**src/rtl/seq_pkg.sv**
```systemverilog
// Shared opcode encodings for the program sequencer.
// Opcode occupies the top OPC_W bits of each instruction word.
package seq_pkg;

  localparam int OPC_W = 4;

  localparam logic [OPC_W-1:0] OP_BRA  = 4'b0000;
  localparam logic [OPC_W-1:0] OP_BRB  = 4'b1100;
  localparam logic [OPC_W-1:0] OP_JMP  = 4'b1101;
  localparam logic [OPC_W-1:0] OP_CALL = 4'b1110;
  localparam logic [OPC_W-1:0] OP_RET  = 4'b1111;

endpackage

```
**src/rtl/seq_ret_stack.sv**
```systemverilog
// Hardware return stack: SD-entry LIFO of AW-bit return addresses.
// Push while full and pop while empty are ignored; the caller flags those errors.
module seq_ret_stack #(
  parameter int AW = 5,
  parameter int SD = 4,
  parameter int DW = $clog2(SD + 1)
) (
  input  logic          clk,
  input  logic          rst,
  input  logic          push,
  input  logic          pop,
  input  logic [AW-1:0] din,
  output logic [AW-1:0] top,
  output logic          full,
  output logic          empty,
  output logic [DW-1:0] depth
);

  localparam int AI = (SD > 1) ? $clog2(SD) : 1;

  logic [AW-1:0] mem [SD];
  logic [DW-1:0] cnt;
  logic [DW-1:0] top_idx;
  logic          unused_idx;

  assign full    = (cnt == DW'(SD));
  assign empty   = (cnt == '0);
  assign depth   = cnt;
  assign top_idx = cnt - 1'b1;
  assign top     = mem[top_idx[AI-1:0]];
  assign unused_idx = ^top_idx;

  always_ff @(posedge clk) begin
    if (rst) begin
      cnt <= '0;
    end else if (push && !full) begin
      cnt <= cnt + 1'b1;
    end else if (pop && !empty) begin
      cnt <= cnt - 1'b1;
    end
  end

  // Storage carries no reset: an entry is only read after it has been written.
  always_ff @(posedge clk) begin
    if (push && !full) begin
      mem[cnt[AI-1:0]] <= din;
    end
  end

endmodule

```
**src/rtl/pc_sequencer.sv**
```systemverilog
// Program sequencer: PC register, branch/jump decode, optional call/return stack.
// Define SEQ_CALL_STACK_EN to enable CALL/RET and the return stack.
module pc_sequencer
  import seq_pkg::*;
#(
  parameter int AW      = 5,
  parameter int IW      = 15,
  parameter int TGT_LSB = 3,
  parameter int FW      = 2,
  parameter int SD      = 4
) (
  input  logic                     clk,
  input  logic                     rst,
  input  logic [IW-1:0]            instr_i,
  input  logic                     instr_vld_i,
  input  logic                     stall_i,
  input  logic [FW-1:0]            flag_i,
  output logic [AW-1:0]            pc_o,
  output logic                     taken_o,
  output logic [$clog2(SD+1)-1:0]  stk_depth_o,
  output logic                     stk_err_o
);

  logic             adv;
  logic [OPC_W-1:0] opcode;
  logic [AW-1:0]    tgt;
  logic [AW-1:0]    pc_inc;
  logic [AW-1:0]    pc_nxt;
  logic             jump;
  logic             unused_bits;

  assign adv         = instr_vld_i & ~stall_i;
  assign opcode      = instr_i[IW-1 -: OPC_W];
  assign tgt         = instr_i[TGT_LSB +: AW];
  assign pc_inc      = pc_o + 1'b1;
  assign unused_bits = ^{instr_i, flag_i};

`ifdef SEQ_CALL_STACK_EN
  logic          push;
  logic          pop;
  logic          err_set;
  logic [AW-1:0] stk_top;
  logic          stk_full;
  logic          stk_empty;

  // Flags are consumed combinationally in the same cycle as the branch word.
  always_comb begin
    pc_nxt  = pc_inc;
    jump    = 1'b0;
    push    = 1'b0;
    pop     = 1'b0;
    err_set = 1'b0;
    case (opcode)
      OP_BRA:  if (flag_i[1]) begin pc_nxt = tgt; jump = 1'b1; end
      OP_BRB:  if (flag_i[0]) begin pc_nxt = tgt; jump = 1'b1; end
      OP_JMP:  begin pc_nxt = tgt; jump = 1'b1; end
      OP_CALL: begin
        if (stk_full) begin
          err_set = 1'b1;
        end else begin
          push   = adv;
          pc_nxt = tgt;
          jump   = 1'b1;
        end
      end
      OP_RET: begin
        if (stk_empty) begin
          err_set = 1'b1;
        end else begin
          pop    = adv;
          pc_nxt = stk_top;
          jump   = 1'b1;
        end
      end
      default: ;
    endcase
  end

  always_ff @(posedge clk) begin
    if (rst) begin
      stk_err_o <= 1'b0;
    end else if (adv && err_set) begin
      stk_err_o <= 1'b1;
    end
  end

  seq_ret_stack #(
    .AW (AW),
    .SD (SD)
  ) u_ret_stack (
    .clk   (clk),
    .rst   (rst),
    .push  (push),
    .pop   (pop),
    .din   (pc_inc),
    .top   (stk_top),
    .full  (stk_full),
    .empty (stk_empty),
    .depth (stk_depth_o)
  );
`else
  always_comb begin
    pc_nxt = pc_inc;
    jump   = 1'b0;
    case (opcode)
      OP_BRA:  if (flag_i[1]) begin pc_nxt = tgt; jump = 1'b1; end
      OP_BRB:  if (flag_i[0]) begin pc_nxt = tgt; jump = 1'b1; end
      OP_JMP:  begin pc_nxt = tgt; jump = 1'b1; end
      default: ;
    endcase
  end

  assign stk_depth_o = '0;
  assign stk_err_o   = 1'b0;
`endif

  always_ff @(posedge clk) begin
    if (rst) begin
      pc_o    <= '0;
      taken_o <= 1'b0;
    end else begin
      taken_o <= adv & jump;
      if (adv) begin
        pc_o <= pc_nxt;
      end
    end
  end

endmodule

```
**config.mk**
```make
export PLATFORM = sky130hd
export DESIGN_NAME = pc_sequencer
export DESIGN_NICKNAME = d
export VERILOG_FILES = /design/src/rtl/seq_pkg.sv /design/src/rtl/seq_ret_stack.sv /design/src/rtl/pc_sequencer.sv
export SDC_FILE = /design/constraint.sdc
export NUM_CORES = 1
export LEC_CHECK = 0
export BUFFER_PORTS_ARGS = -buffer_cell sky130_fd_sc_hd__buf_4
export CAP_MARGIN = 10
export CORE_UTILIZATION = 30
export CTS_CLUSTER_DIAMETER = 80
export DETAILED_ROUTE_END_ITERATION = 6
export GPL_ROUTABILITY_DRIVEN = 0
export HOLD_SLACK_MARGIN = 0.06
export PLACE_DENSITY = 0.68
export SLEW_MARGIN = 15
export SYNTH_ARGS = -nofsm -noshare
export SYNTH_HDL_FRONTEND = slang
export SYNTH_HIERARCHICAL = 1
export SYNTH_SLANG_ARGS = --single-unit
```
**constraint.sdc**
```tcl
create_clock -name clk -period 1.9 [get_ports clk]
set_clock_uncertainty 0.1 [all_clocks]
set_input_delay 0.38 -clock clk [delete_from_list [all_inputs] [get_ports clk]]
set_output_delay 0.38 -clock clk [all_outputs]
set_load 0.02 [all_outputs]
```
==> run metrics, run 1 <==
Post-Synthesis Cells 48; CTS tree built; Fillers 120; Pre-antenna DRT Iters 2; DR WL/cell 11.1 um; Post-Layout Inst Area 563 sq um; CP max-delay cell or4b_4; ratio of cells with drive above 1 in the final layout 41.4%; fin crit period 1.57 ns; commonest cells in the netlist 6 x dfxtp_1, 6 x nand3_1; RSZ-0062 raised after global routing false; Critical Path End Type flip-flop; Vert. Die Dim 38.1 um; footprint of the multi-input gates 245 sq um; Synth top area share 30.7%; vias in the first global route 333; total grt overflow 0; FF+latch area 120 sq um; # clock sinks 6; Reg clk slew, reported paths 0.05 ns; vias after detailed routing 403; area delta synth->final 43.8%; WP data required 1.94 ns; synthesized flop and latch total 6; Final nets 94; Max Buffers Root-to-Sink 2; outcome finished, final reports clean; Post-synth ARST share 0%; first-pass GRT wire length 1.56 mm; syn_area_per_cell 8.16 sq um; mapped cell area 392 sq um; DP Area 541 sq um; final worst path period share 82.5%; Synth area leader dfxtp_1; worst vdd ir 282 uV; Synth area leaders dfxtp_1 31%, nand3_1 7.7%, buf_4 7.7%, a31oi_1 6.4%, nor3_1 5.1%; pwr dens 610 nW/um^2; utilization after layout 48.7%; DRC errors left 0; port buffer count 20; I/O pins 31; r2r setup slk 0.55 ns; largest net degree at the start of global routing 11; final setup vio count 0; YS warnings 6; worst-skew pair later-pin latency 0.24 ns; sequential area share after synthesis 30.7%; largest stage delay on the critical path 0.55 ns; remaining antenna violation count 0; max-cap violations 0; Core Box Area 1160 sq um; min-delay worst type input pin to flip-flop; final count of hold timing violations 0; antenna violations before repair 0; Max Slew Vio Count 0; antenna cells 0; Detailed Place HPWL 717 um; CTS hold repair buffers 0; die area 1450 sq um; critical path peak fanout 6; Post-CTS Resized 0; Setup CP Type input pin to flip-flop; crit path DAT 1.61 ns; Total GRT Usage 15.6%; Distinct cells, synth 22; top_reg_cell synth dfxtp_1; Rows 12; Post-synth EDFFs 0; Initial Utilization 33.9%; Setup Buffers After CTS 0; startpoint types input pin; DRT Wirelength 936 um; crit-path cells buf_4, or4b_4, a21oi_4, nor3_2, nor4_1; Sum Neg Setup Slack 0 ns; 1st-iter DRT viols 6; CTS buffer count 3; Die X 38.1 um; via/cell ratio 4.80; CTS Root Buffer Type clkbuf_4; P_leak 0.236 nW; Max H-tree Level 1; Achievable Freq 0.638 GHz
[registers in the layout, indices dropped and copies added (netlist names)]
name / cells
pc_o: 5
taken_o: 1
[kinds of logic (layout without fill, tap and decap cells)]
logic type	count (synthesis)	count (layout)	share of synthesized area, %
compound gates	10	10	18.5
fa+ha+maj	1	1	3.19
buf+inv	5	24	9.59
flops	6	6	30.7
other cells	1	4	0.958
simple gates	25	25	37.1
[cell usage in the layout, fill, tap and decap left out]
cell      instances
buf_4            21
nand3_1           6
dfxtp_1           6
nand2_1           4
a31oi_1           4
nor3_1            4
conb_1            4
o21ai_0           3
clkbuf_4          3
nor2b_1           2
and2_1            2
nand2b_1          1
o211ai_1          1
or4b_4            1
a21oi_4           1
or3_2             1
a21o_2            1
nor3b_1           1
nor3_2            1
nor2_1            1
nor4_1            1
ha_1              1
[metrics by stage]
stage | cells | worst slack [ns] | hold WS (ns) | total power [W]
floorplan | 51 | 0.321 | 0.349 | 0.000193
global placement | 81 | 0.120 | 0.389 | 0.000228
detailed placement | 81 | 0.0992 | 0.402 | 0.000230
CTS | 84 | 0.324 | 0.247 | 0.000349
global route | 84 | 0.252 | 0.253 | 0.000364
finish | 84 | 0.332 | 0.250 | 0.000344
[worst max-delay path: cells and delay by family]
family	cells	cell delay, ns
simple gates	3	0.86
compound gates	1	0.25
buf+inv	1	0.12
[per-layer routing]
layer | global-route usage [%] | up-vias | share of wire [%]
li1 | - | 212 | -
met1 | 21.8 | 175 | 49
met2 | 22.0 | 14 | 45
met3 | 3.49 | 2 | 5.6
met4 | 8.04 | 0 | 0.85
met5 | 0 | - | 0
[power by group]
| part | internal [W] | leakage [nW] | total (W) | switching (W) |
|---|---|---|---|---|
| combinational | 0.0000426 | 0.173 | 0.0000857 | 0.0000431 |
| sequential | 0.000134 | 0.0489 | 0.000142 | 0.00000804 |
| clock | 0.0000714 | 0.0138 | 0.000116 | 0.0000449 |
[worst paths after layout]
kind | from | end | cells after the start
worst min-delay path | rst | pc_o[0] | 2
worst max-delay path | instr_i[11] | pc_o[1] | 5
worst min register to register | pc_o[4] | pc_o[4] | 2
worst max register to register | pc_o[0] | pc_o[4] | 5
[area by class of cell]
type | instances | area share [%]
Clock buffer | 3 | 4.00
Multi-Input combinational cell | 40 | 43.6
Sequential cell | 6 | 21.3
Tap cell | 14 | 3.11
Timing Repair Buffer | 21 | 28.0
Note: power is estimated with default switching activity, not from simulation.
==> inputs of run 2 (changes only) <==
--- a/config.mk
+++ b/config.mk
@@ -12,7 +12,7 @@
 export DETAILED_ROUTE_END_ITERATION = 6
 export GPL_ROUTABILITY_DRIVEN = 0
 export HOLD_SLACK_MARGIN = 0.06
-export PLACE_DENSITY = 0.68
+export PLACE_DENSITY = 0.7
 export SLEW_MARGIN = 15
 export SYNTH_ARGS = -nofsm -noshare
 export SYNTH_HDL_FRONTEND = slang
==> constraint.sdc (replaced) <==
create_clock -name clk -period 1.4 [get_ports clk]
set_clock_uncertainty 0.1 [all_clocks]
set_input_delay 0.28 -clock clk [delete_from_list [all_inputs] [get_ports clk]]
set_output_delay 0.28 -clock clk [all_outputs]
set_load 0.02 [all_outputs]
==> run 2 against run 1 <==
Net effect: first-iteration DRC count did not move; utilization rose by 3.6 points; total power rose by 43%; global-route usage rose by 0.81 points; register-to-register slack got worse by 0.39 ns; count of clock-buffer cells in the layout did not move; clock power rose by 46%; non-clock buffer count rose by 3; worst hold slack got worse by 0.11 ns; die area did not move.
==> run metrics, run 2 (synthesis results as in run 1) <==
largest net degree at the start of global routing 11 (unchanged); r2r worst-path depth 3 (-2); RSZ-0062 raised after global routing true; Die X 38.1 um (unchanged); antenna violations before repair 0 (unchanged); ratio of cells with drive above 1 in the final layout 45.2% (+3.8 points); DRT Wirelength 1.01 mm (+7.6%); Max Slew Vio Count 0 (unchanged); Total GRT Usage 16.4% (+0.81 points); final count of hold timing violations 0 (unchanged); reg2reg start pc_o[0]; Rows 12 (unchanged); R2R Path End pc_o[0]; Reg clk slew, reported paths 0.05 ns (about the same); startpoint types input pin; CP max-delay cell or4b_4; Fillers 114 (-5.0%); biggest regs pc_o: 5 flops, taken_o: 1 flops; P_leak 0.254 nW (+7.6%); Max H-tree Level 1 (unchanged); via/cell ratio 5.08 (+5.9%); Hold Path Depth 2 (unchanged); max-cap violations 0 (unchanged); utilization after layout 52.3% (+3.6 points); largest stage delay on the critical path 0.56 ns (about the same); CTS Root Buffer Type clkbuf_4; final worst path period share 97.9%; # clock sinks 6 (unchanged); worst vdd ir 345 uV (+23%); vias in the first global route 397 (+19%); pwr dens 812 nW/um^2 (+33%); CTS tree built; Vert. Die Dim 38.1 um (unchanged); max reg flops 5 (unchanged); CTS buffer count 3 (unchanged); Hold Path Origin rst; vias after detailed routing 442 (+9.7%); outcome finished, final reports clean; Post-Layout Cell Count 87 (+3.6%); crit-path cells buf_6, or4b_4, a21oi_4, nand3_1, a31oi_1; first-pass GRT wire length 1.55 mm (-0.45%); min-delay worst type input pin to flip-flop; Sum Neg Setup Slack 0 ns (unchanged); final setup vio count 0 (unchanged); DRC errors left 0 (unchanged); Achievable Freq 0.730 GHz; Worst Setup SP instr_i[13]; critical path peak fanout 6 (unchanged); Tot Pwr 0.000491 W (+43%); Placed Instances 84 (+3.7%); Setup CP Type input pin to flip-flop; Final nets 97 (+3.2%); Largest Register pc_o; Pre-antenna DRT Iters 4 (+2); die area 1450 sq um (unchanged); total grt overflow 0 (unchanged); I/O pins 31 (unchanged); Core Box Area 1160 sq um (unchanged); Max Buffers Root-to-Sink 2 (unchanged); crit path DAT 1.45 ns (-0.16 ns); area delta synth->final 54.3%; remaining antenna violation count 0 (unchanged); antenna cells 0 (unchanged); commonest cells after routing, fill and taps aside 22 x buf_4, 6 x dfxtp_1, 5 x nand3_1; DR WL/cell 11.6 um (+3.9%); worst-skew pair later-pin latency 0.25 ns (about the same); Initial Utilization 33.9% (unchanged); Critical Path End Type flip-flop; port buffer count 20 (unchanged); r2r setup slk 0.16 ns (-0.39 ns); 1st-iter DRT viols 6 (unchanged); Hold Path End pc_o[4]; fin crit period 1.37 ns; WP data required 1.48 ns (-0.46 ns); commonest non-fill, non-tap cell in the layout buf_4
## run 2: cell count changes in the layout (fill, tap and decap cells not counted), sizes merged
cell | previous run | this run
buf | 21 | 24
## run 2: repair_timing
| item | in CTS | in global routing |
|---|---|---|
| setup endpoints to repair | 1 | 5 |
| setup buffers | 0 | 0 |
| pin swaps | 2 | 6 |
| hold buffers | 0 | 0 |
| gates resized for setup | 0 | 3 |
## run 2: cell type report
cell class / count / area [sq um] / area share, %
multi-input cells: 40 / 256 / 42.4
clock buffers: 3 / 22.5 / 3.73
repair buffers: 24 / 188 / 31.1
well taps: 14 / 17.5 / 2.90
flip-flops and latches: 6 / 120 / 19.9
## run 2: power breakdown
part / internal (W) / total (W) / leakage [nW] / switching (W)
registers: 0.000181 / 0.000190 / 0.0489 / 0.00000879
clock network: 0.0000976 / 0.000169 / 0.0138 / 0.0000713
logic: 0.0000683 / 0.000132 / 0.191 / 0.0000637
## run 2: routing by layer
layer,routed length [um],GRT usage [%],share of wire [%],up-vias
met4,10,5.36,0.99,0
met1,415,15.2,41,198
met2,479,29.2,48,20
li1,-,-,-,221
met3,102,9.88,10,3
met5,0,0,0,-
## run 2: worst max path at each step
| stage | depth (start not counted) | end |
|---|---|---|
| floorplan | 4 | pc_o[1] |
| global placement | 5 | pc_o[1] |
| detailed placement | 5 | pc_o[1] |
| CTS | 5 | pc_o[2] |
| global route | 5 | pc_o[2] |
| finish | 5 | pc_o[2] |
## run 2: stage by stage
step	hold WS (ns)	setup slack (ns)	area, sq um
after floorplan	0.249	-0.0609	409
after global placement	0.394	-0.247	569
after CTS	0.133	0.00220	592
after detailed placement	0.394	-0.276	569
after global routing	0.146	-0.0191	604
final	0.137	0.0296	604
## run 2: worst max-delay path, delay by kind of cell
family	cells	cell delay, ns
buffers and inverters	1	0.09
and+or+nand+nor	2	0.67
AOI/OAI and AO/OA	2	0.42
